File: config.mk
export PLATFORM = sky130hd
export DESIGN_NAME = enemy_unit_ctrl
export DESIGN_NICKNAME = d
export VERILOG_FILES = /design/src/rtl/enemy_unit_ctrl.sv
export SDC_FILE = /design/constraint.sdc
export NUM_CORES = 1
export LEC_CHECK = 0
export CAP_MARGIN = 10
export CORE_AREA = 5 5 90 92
export CTS_BUF_LIST = sky130_fd_sc_hd__clkbuf_8
export CTS_CLUSTER_DIAMETER = 40
export CTS_CLUSTER_SIZE = 8
export DETAILED_ROUTE_END_ITERATION = 12
export DIE_AREA = 0 0 95 97
export MAX_ROUTING_LAYER = met4
export PLACE_DENSITY_LB_ADDON = 0.1
export RECOVER_POWER = 100
export SYNTH_ARGS = -nofsm -noshare
export SYNTH_HDL_FRONTEND = slang
export SYNTH_SLANG_ARGS = --single-unit
File: constraint.sdc
create_clock -name clk -period 4.25 [get_ports clk]
set_input_delay 0.6375 -clock clk [delete_from_list [all_inputs] [get_ports clk]]
set_output_delay 0.6375 -clock clk [all_outputs]
set_load 0.01 [all_outputs]
File: src/rtl/enemy_unit_ctrl.sv
// enemy_unit_ctrl: per-slot enemy controller (spawn, walk, attack cycle, HP, death) feeding the sprite address generator.
// Define ENEMY_KNOCKBACK_EN to push the enemy back once per life when damage drops it below half HP.
module enemy_unit_ctrl #(
`ifdef ENEMY_KNOCKBACK_EN
  parameter logic [9:0] KB_DIST    = 10'd32,
`endif
  parameter logic [9:0] X_SPAWN    = 10'd40,
  parameter logic [9:0] X_MAX      = 10'd560,
  parameter logic [9:0] GROUND_Y   = 10'd400,
  parameter int         ANIM_TICKS = 8,
  parameter int         CD_TICKS   = 30
) (
  input  logic       clk,
  input  logic       rst,
  input  logic       i_tick,
  input  logic       i_spawn,
  input  logic [2:0] i_spawn_type,
  input  logic       i_target_in_range,
  input  logic       i_dmg_valid,
  input  logic [7:0] i_dmg,
  output logic [2:0] o_type,
  output logic [2:0] o_state,
  output logic [9:0] o_x_pos,
  output logic [9:0] o_y_pos,
  output logic [7:0] o_hp,
  output logic       o_alive,
  output logic       o_attack_pulse
);
  localparam int CW = $clog2((CD_TICKS > ANIM_TICKS) ? CD_TICKS : ANIM_TICKS);
  localparam logic [CW-1:0] ANIM_LAST = CW'(ANIM_TICKS - 1);
  localparam logic [CW-1:0] CD_LAST   = CW'(CD_TICKS - 1);

  typedef enum logic [2:0] {
    ST_NONE = 3'd0,
    MOVE_0  = 3'd1,
    MOVE_1  = 3'd2,
    MOVE_2  = 3'd3,
    ATT_CD  = 3'd4,
    ATT_0   = 3'd5,
    ATT_1   = 3'd6,
    ATT_2   = 3'd7
  } state_t;

  state_t        r_state, w_state_nx;
  logic [2:0]    r_type, w_type_nx;
  logic [9:0]    r_x, w_x_nx;
  logic [9:0]    r_y, w_y_nx;
  logic [7:0]    r_hp, w_hp_nx;
  logic          r_alive, w_alive_nx;
  logic [CW-1:0] r_cnt, w_cnt_nx;
  logic          r_pulse, w_pulse_nx;
  logic          w_spawn_ok;
  logic [7:0]    w_spawn_hp;
  logic [9:0]    w_spawn_h;
  logic [9:0]    w_speed;
  logic [10:0]   w_x_sum;
  logic [9:0]    w_x_step;
  logic [7:0]    w_hp_dmg;
  logic          w_anim_end;
  logic          w_cd_end;
`ifdef ENEMY_KNOCKBACK_EN
  logic          r_kb_done, w_kb_done_nx;
  logic [7:0]    w_type_hp;
  logic [7:0]    w_half;
  assign w_type_hp = (r_type == 3'd1) ? 8'd40 : (r_type == 3'd2) ? 8'd120 :
                     (r_type == 3'd3) ? 8'd200 : 8'd250;
  assign w_half    = w_type_hp >> 1;
`endif

  // Types outside 1..4 have no table entry and are treated like CH_None.
  assign w_spawn_ok = i_spawn && !r_alive && (i_spawn_type != 3'd0) && (i_spawn_type <= 3'd4);
  assign w_spawn_hp = (i_spawn_type == 3'd1) ? 8'd40 : (i_spawn_type == 3'd2) ? 8'd120 :
                      (i_spawn_type == 3'd3) ? 8'd200 : 8'd250;
  assign w_spawn_h  = (i_spawn_type == 3'd1) ? 10'd15 : (i_spawn_type == 3'd3) ? 10'd20 : 10'd30;
  assign w_speed    = (r_type == 3'd1) ? 10'd2 : 10'd1;
  assign w_x_sum    = {1'b0, r_x} + {1'b0, w_speed};
  assign w_x_step   = (w_x_sum > {1'b0, X_MAX}) ? X_MAX : w_x_sum[9:0];
  assign w_hp_dmg   = (i_dmg >= r_hp) ? 8'd0 : r_hp - i_dmg;
  assign w_anim_end = r_cnt == ANIM_LAST;
  assign w_cd_end   = r_cnt == CD_LAST;

  always_comb begin
    w_state_nx = r_state;
    w_type_nx  = r_type;
    w_x_nx     = r_x;
    w_y_nx     = r_y;
    w_hp_nx    = r_hp;
    w_alive_nx = r_alive;
    w_cnt_nx   = r_cnt;
`ifdef ENEMY_KNOCKBACK_EN
    w_kb_done_nx = r_kb_done;
`endif
    if (w_spawn_ok) begin
      w_state_nx = MOVE_0;
      w_type_nx  = i_spawn_type;
      w_x_nx     = X_SPAWN;
      w_y_nx     = GROUND_Y - w_spawn_h;
      w_hp_nx    = w_spawn_hp;
      w_alive_nx = 1'b1;
      w_cnt_nx   = '0;
`ifdef ENEMY_KNOCKBACK_EN
      w_kb_done_nx = 1'b0;
`endif
    end else if (r_alive) begin
      if (i_tick) begin
        w_cnt_nx = r_cnt + 1'b1;
        case (r_state)
          MOVE_0, MOVE_1, MOVE_2: begin
            if (i_target_in_range) begin
              w_state_nx = ATT_0;
              w_cnt_nx   = '0;
            end else begin
              w_x_nx = w_x_step;
              if (w_anim_end) begin
                w_state_nx = (r_state == MOVE_2) ? MOVE_0 : state_t'(r_state + 3'd1);
                w_cnt_nx   = '0;
              end
            end
          end
          ATT_0, ATT_1, ATT_2: begin
            if (w_anim_end) begin
              w_state_nx = (r_state == ATT_2) ? ATT_CD : state_t'(r_state + 3'd1);
              w_cnt_nx   = '0;
            end
          end
          ATT_CD: begin
            if (w_cd_end) begin
              w_state_nx = i_target_in_range ? ATT_0 : MOVE_0;
              w_cnt_nx   = '0;
            end
          end
          default: w_cnt_nx = '0;
        endcase
      end
      // Damage is evaluated after the tick so death or knockback overrides any advance.
      if (i_dmg_valid) begin
        w_hp_nx = w_hp_dmg;
        if (w_hp_dmg == 8'd0) begin
          w_state_nx = ST_NONE;
          w_type_nx  = 3'd0;
          w_alive_nx = 1'b0;
          w_cnt_nx   = '0;
          w_x_nx     = r_x;
        end
`ifdef ENEMY_KNOCKBACK_EN
        else if (!r_kb_done && (r_hp >= w_half) && (w_hp_dmg < w_half)) begin
          w_x_nx       = (r_x > KB_DIST) ? r_x - KB_DIST : 10'd0;
          w_state_nx   = MOVE_0;
          w_cnt_nx     = '0;
          w_kb_done_nx = 1'b1;
        end
`endif
      end
    end
    w_pulse_nx = (w_state_nx == ATT_2) && (r_state != ATT_2);
  end

  always_ff @(posedge clk or posedge rst) begin
    if (rst) begin
      r_state <= ST_NONE;
      r_type  <= 3'd0;
      r_x     <= 10'd0;
      r_y     <= 10'd0;
      r_hp    <= 8'd0;
      r_alive <= 1'b0;
      r_cnt   <= '0;
      r_pulse <= 1'b0;
`ifdef ENEMY_KNOCKBACK_EN
      r_kb_done <= 1'b0;
`endif
    end else begin
      r_state <= w_state_nx;
      r_type  <= w_type_nx;
      r_x     <= w_x_nx;
      r_y     <= w_y_nx;
      r_hp    <= w_hp_nx;
      r_alive <= w_alive_nx;
      r_cnt   <= w_cnt_nx;
      r_pulse <= w_pulse_nx;
`ifdef ENEMY_KNOCKBACK_EN
      r_kb_done <= w_kb_done_nx;
`endif
    end
  end

  assign o_type         = r_type;
  assign o_state        = r_state;
  assign o_x_pos        = r_x;
  assign o_y_pos        = r_y;
  assign o_hp           = r_hp;
  assign o_alive        = r_alive;
  assign o_attack_pulse = r_pulse;
endmodule
; ---- Word-level counts from Yosys, hierarchy flattened
; Cells that the tools add are included.
[word_totals]
inputBits = 17
register_bits = 41
out_inout_bits = 36
[classes]
reduce_logical = 15
n_eq_ne = 16
add_sub_neg = 5
order_cmp = 3
mux = 48
[ops]
columns = operator, count
row1 = 10-bit two-way mux, 8
row2 = 3-bit two-way mux, 16
row3 = 8-bit two-way mux, 6
row4 = 5-bit two-way mux, 9
row5 = "3-bit == test, second input constant", 5
row6 = 5-bit one-hot mux with 3 select lines, 1
row7 = "3-bit by 2-bit == test with 1-bit output, second input constant", 4
row8 = 10-bit by 2-bit adder with 11-bit output, 1
row9 = "11-bit by 10-bit greater-than comparator with 1-bit output, second input constant", 1
row10 = "9-bit by 5-bit subtractor with 10-bit output, first input constant", 1
row11 = "3-bit by 1-bit == test with 1-bit output, second input constant", 3
row12 = 3-bit one-hot mux with 3 select lines, 1
row13 = 8-bit >= comparator, 1
row14 = 8-bit logical NOT, 1
row15 = 8-bit subtractor, 1
row16 = 6-bit two-way mux, 1
row17 = "3-bit != test, second input constant", 2
row18 = 2-bit nonzero test, 3
row19 = 3-bit OR reduction, 2
row20 = "5-bit by 1-bit adder with 5-bit output, second input constant", 1
row21 = "5-bit by 3-bit == test with 1-bit output, second input constant", 1
row22 = "5-bit == test, second input constant", 1
row23 = 1-bit logical AND, 4
row24 = 1-bit two-way mux, 4
row25 = 8 further kinds, 9

; ---- Logic depth before layout (Yosys ltp)
[depth]
depth_word = 12
depth_mapped = 13

; ---- Worst setup path before layout
; OpenSTA, ideal clock, no wires.
[synth_path]
path_type = input-to-reg
startpoint = in i_dmg[0]
endpoint = reg r_x[3], in the netlist o_x_pos[3]
n_path_buf = 1
stages = 12
t_required_ps = 4126
setup_time_ps = 124
setup_slack_ps = 880
arrival_time_ps = 3246
cell_sequence = ha_1 -> inv_1 -> fa_1 -> a21o_1 -> a221o_1 -> xor2_1 -> or4_4 -> o311ai_4 -> or2_1 -> buf_6 -> nor4b_1 -> a211o_1
[synth_via]
elab_chain_len = 5
elab_cells_between_ends = 6
classes_between = add/sub (1) / order compare (1) / eq/ne (1) / mux (1) / reduce/logical (2)
[synth_rtl]
columns = item, line
row1 = "start, declared", 20  ; input logic [7:0] i_dmg,
row2 = 8-bit subtractor or 8-bit >= comparator (tied branches), 78  ; assign w_hp_dmg = (i_dmg >= r_hp) ? 8'd0 : r_hp - i_dmg;
row3 = 8-bit two-way mux *, 78
row4 = 8-bit logical NOT *, 138  ; if (w_hp_dmg == 8'd0) begin
row5 = 3-bit != test (no source line) *, -
row6 = 2-bit AND reduction (no source line) *, -
row7 = "end signal, assigned", 174  ; r_x <= w_x_nx;
row8 = "end, declared", 46  ; logic [9:0] r_x, w_x_nx;
; Mark *: on every way between the ends. The rest lies on a longest branch, timed or not.
; A chain may end at the register's enable or synchronous reset.

; ---- Final worst setup path
; Same ends and word-level chain as after synthesis.

==> flow_summary.json <==
{
  "outcome": "complete, but fails checks",
  "violations": "max-capacitance violations, max-slew violations",
  "cts_sinks": 36,
  "critPathKind": "input port to flop",
  "first_global_vias": 2488,
  "min_path_cells": 1,
  "core_area_sq_um": 7140,
  "dpl.hpwl_um": 5210,
  "postCtsHoldBufs": 0,
  "busiest_layer": "met2",
  "n_antenna_cell": 0,
  "p_per_area_nw_per_um2": 546,
  "crit_path_start_kind": "input port",
  "setup_violations": 0,
  "wire_per_inst_um": 15.2,
  "route.vias.total": 2523,
  "grt-ovfl-total": 0,
  "fin_setup_tns_ns": 0,
  "hold_viol": 0,
  "synth.distinct_cells": 62,
  "h-tree-depth": 2,
  "cts_tree": "done",
  "drt-pass1-iter-count": 4,
  "synth_area_leader_cell": "dfrtp_1",
  "avgViaCountPerCell": 5.45,
  "clock_latency_ns": 0.29,
  "worstHoldStart": "o_y_pos[8]",
  "port_buffers": 51,
  "synth_top_flop_cell": "dfrtp_1",
  "yosysTopAreaCellShare": 0.332,
  "crit-reg2reg-launch": "o_hp[0]",
  "die_y_um": 97,
  "r2r_slack_ns": 0.76,
  "postCtsSetupRepairBufs": 0,
  "cap_violations": 1,
  "drt-total-wl_um": 7060,
  "grt_usage": 0.165,
  "ios": 53,
  "leakage_nw": 1.50,
  "drt_iter0_markers": 109,
  "finalCriticalPeriod_ns": 3.92,
  "grt_first_pass_wirelength_um": 12100,
  "max_freq_mhz": 255,
  "period_share": 0.922,
  "arrival_ns": 4.10,
  "place_ws_ns": 0.154,
  "met3_usage": 0.0287,
  "grt_max_degree": 37,
  "yosys_register_bits": 36,
  "dieWidth_um": 95,
  "start_util": 0.380,
  "synth_edf_count": 0,
  "finalMaxSlewViolations": 37,
  "synth_seq_area_share": 0.332,
  "synth_warnings": 0,
  "use_met2": 0.253,
  "ir_drop_mv": 0.299,
  "syn-cell-area_sq_um": 2710,
  "dieArea_sq_um": 9220,
  "hold_path_class": "flop to flop",
  "r2r-end": "o_x_pos[3]",
  "cts_buffers": 5,
  "rsz0062_at_grt": "false",
  "end_kind": "flop",
  "antenna_found_initial": 0,
  "synth_async_sr_flop_share": 1.00,
  "gp_congestion": 0.847,
  "skew_ns": 0.00376,
  "critPathMaxFanout": 9,
  "cts_root_buf": "clkbuf_8",
  "layout.nets": 398,
  "worstPathRequired_ns": 4.43,
  "clk_pin_slew_worst_paths_ns": 0.08,
  "cts_buffer_depth": 2,
  "relSlewSlack": -0.375,
  "tightest_slew_ns": 2.06,
  "placed_cells": 455,
  "drt.antenna.violating_nets": 0,
  "fin_util": 0.473,
  "syn_inst": 317,
  "drc": 0,
  "cts_resized": 0,
  "grtUsageMet1": 0.228,
  "final.setup.worst_slack_ns": 0.334,
  "r2r_cells": 12,
  "syn-num-nets": 352,
  "row_count": 31,
  "syn_avg_cell_area_sq_um": 8.55,
  "drive_gt1_frac": 0.0440,
  "area_delta_synth_final_pct": 24.5,
  "final-instance-count-excl-fill": 463,
  "synth_area_leaders": "dfrtp_1, ha_1, o21ai_0",
  "hold_end": "o_y_pos[8]"
}
-- stage by stage --
| step | power, mW | hold slack [ns] | cell area, sq um |
|---|---|---|---|
| final | 1.84 | 0.463 | 3380 |
| after global placement | 1.59 | 0.455 | 3280 |
| after floorplan | 1.21 | 0.488 | 2710 |
| after detailed placement | 1.59 | 0.461 | 3280 |
| after global routing | 1.99 | 0.531 | 3380 |
| after CTS | 1.92 | 0.480 | 3390 |
-- worst max-delay path by stage --
stage             start          to  slack, ns  depth (start not counted)
4_1_cts        i_dmg[0]  o_x_pos[3]       0.45                         12
5_1_grt        i_dmg[0]  o_x_pos[3]       0.17                         12
3_5_place_dp   i_dmg[0]  o_x_pos[3]       0.15                         12
6_report       i_dmg[0]  o_x_pos[3]       0.33                         12
2_1_floorplan  i_dmg[0]  o_x_pos[3]       0.88                         12
3_3_place_gp   i_dmg[0]  o_x_pos[3]       0.20                         12
-- cell usage after synthesis, types with 4 or more instances --
cell type and number:
a211oi_1 4, a21o_1 8, a21oi_1 18, a22o_1 4, a32o_1 4, and2_1 4
and3_1 7, buf_4 7, clkbuf_1 8, dfrtp_1 36, ha_1 16, inv_1 21
nand2_1 30, nand2b_1 5, nand3_1 14, nor2_1 22, nor2b_1 4, nor3_1 7
nor3b_1 6, o21ai_0 25, o31ai_1 8, or3_1 4
-- registers in the layout, summed over array words and instances (netlist names) --
register / flops
o_attack_pulse: 1
o_hp: 8
r_cnt: 5
o_y_pos: 5
o_x_pos: 10
o_state: 3
o_alive: 1
o_type: 3
-- layout make-up --
cell class	instances	area, sq um
clock buffers	5	68.8
clock inverters	3	42.5
fillers	733	3760
inverters	21	78.8
multi-input cells	244	1630
flip-flops and latches	36	901
well taps	99	124
repair buffers	55	533
-- power by group --
part | leakage (nW) | internal (mW) | switching, mW
clock network | 0.0541 | 0.174 | 0.140
registers | 0.458 | 0.434 | 0.110
logic | 0.986 | 0.457 | 0.528
-- worst max-delay path, cell delays in order --
cell and delay (ns):
dlygate4sd3_1 0.53, ha_1 0.18, inv_1 0.06, fa_1 0.39, a21o_1 0.19, a221o_1 0.33, xor2_1 0.17, or4_1 0.57
o311ai_4 0.34, or2_1 0.32, nor4b_1 0.10, a211o_1 0.27
-- cells by family after synthesis --
logic type      count (synthesis)  synth area share
other cells                     1           0.00138
simple gates                  122             0.243
buf+inv                        37            0.0637
flops                          36             0.332
compound gates                 96             0.247
mux                             2           0.00784
fa+ha+maj                      18            0.0886
xor+xnor                        5            0.0162
-- metal layers --
layer / part of all wire / vias up
met5: 0 / -
met4: 0.0054 / 0
met3: 0.039 / 4
met2: 0.47 / 53
met1: 0.49 / 1221
li1: - / 1245
-- cells in the final DEF (no fill, tap or decap), drive strengths merged, types with 3 or more instances in the layout --
| cell | instances |
|---|---|
| a211oi | 4 |
| clkdlybuf4s50 | 13 |
| xnor2 | 3 |
| o22ai | 3 |
| o31ai | 8 |
| nand2b | 5 |
| a32o | 4 |
| or3 | 4 |
| o21ai | 25 |
| dlygate4sd3 | 38 |
| nor3 | 7 |
| nor4bb | 3 |
| dfrtp | 36 |
| o21a | 3 |
| ha | 16 |
| clkbuf | 7 |
| and2 | 4 |
| nor2 | 22 |
| inv | 21 |
| a21o | 8 |
| a22o | 4 |
| and3 | 8 |
| nor2b | 4 |
| nor3b | 6 |
| nand2 | 31 |
| a21oi | 18 |
| nand3 | 14 |
Note: power is estimated with default switching activity, not from simulation.
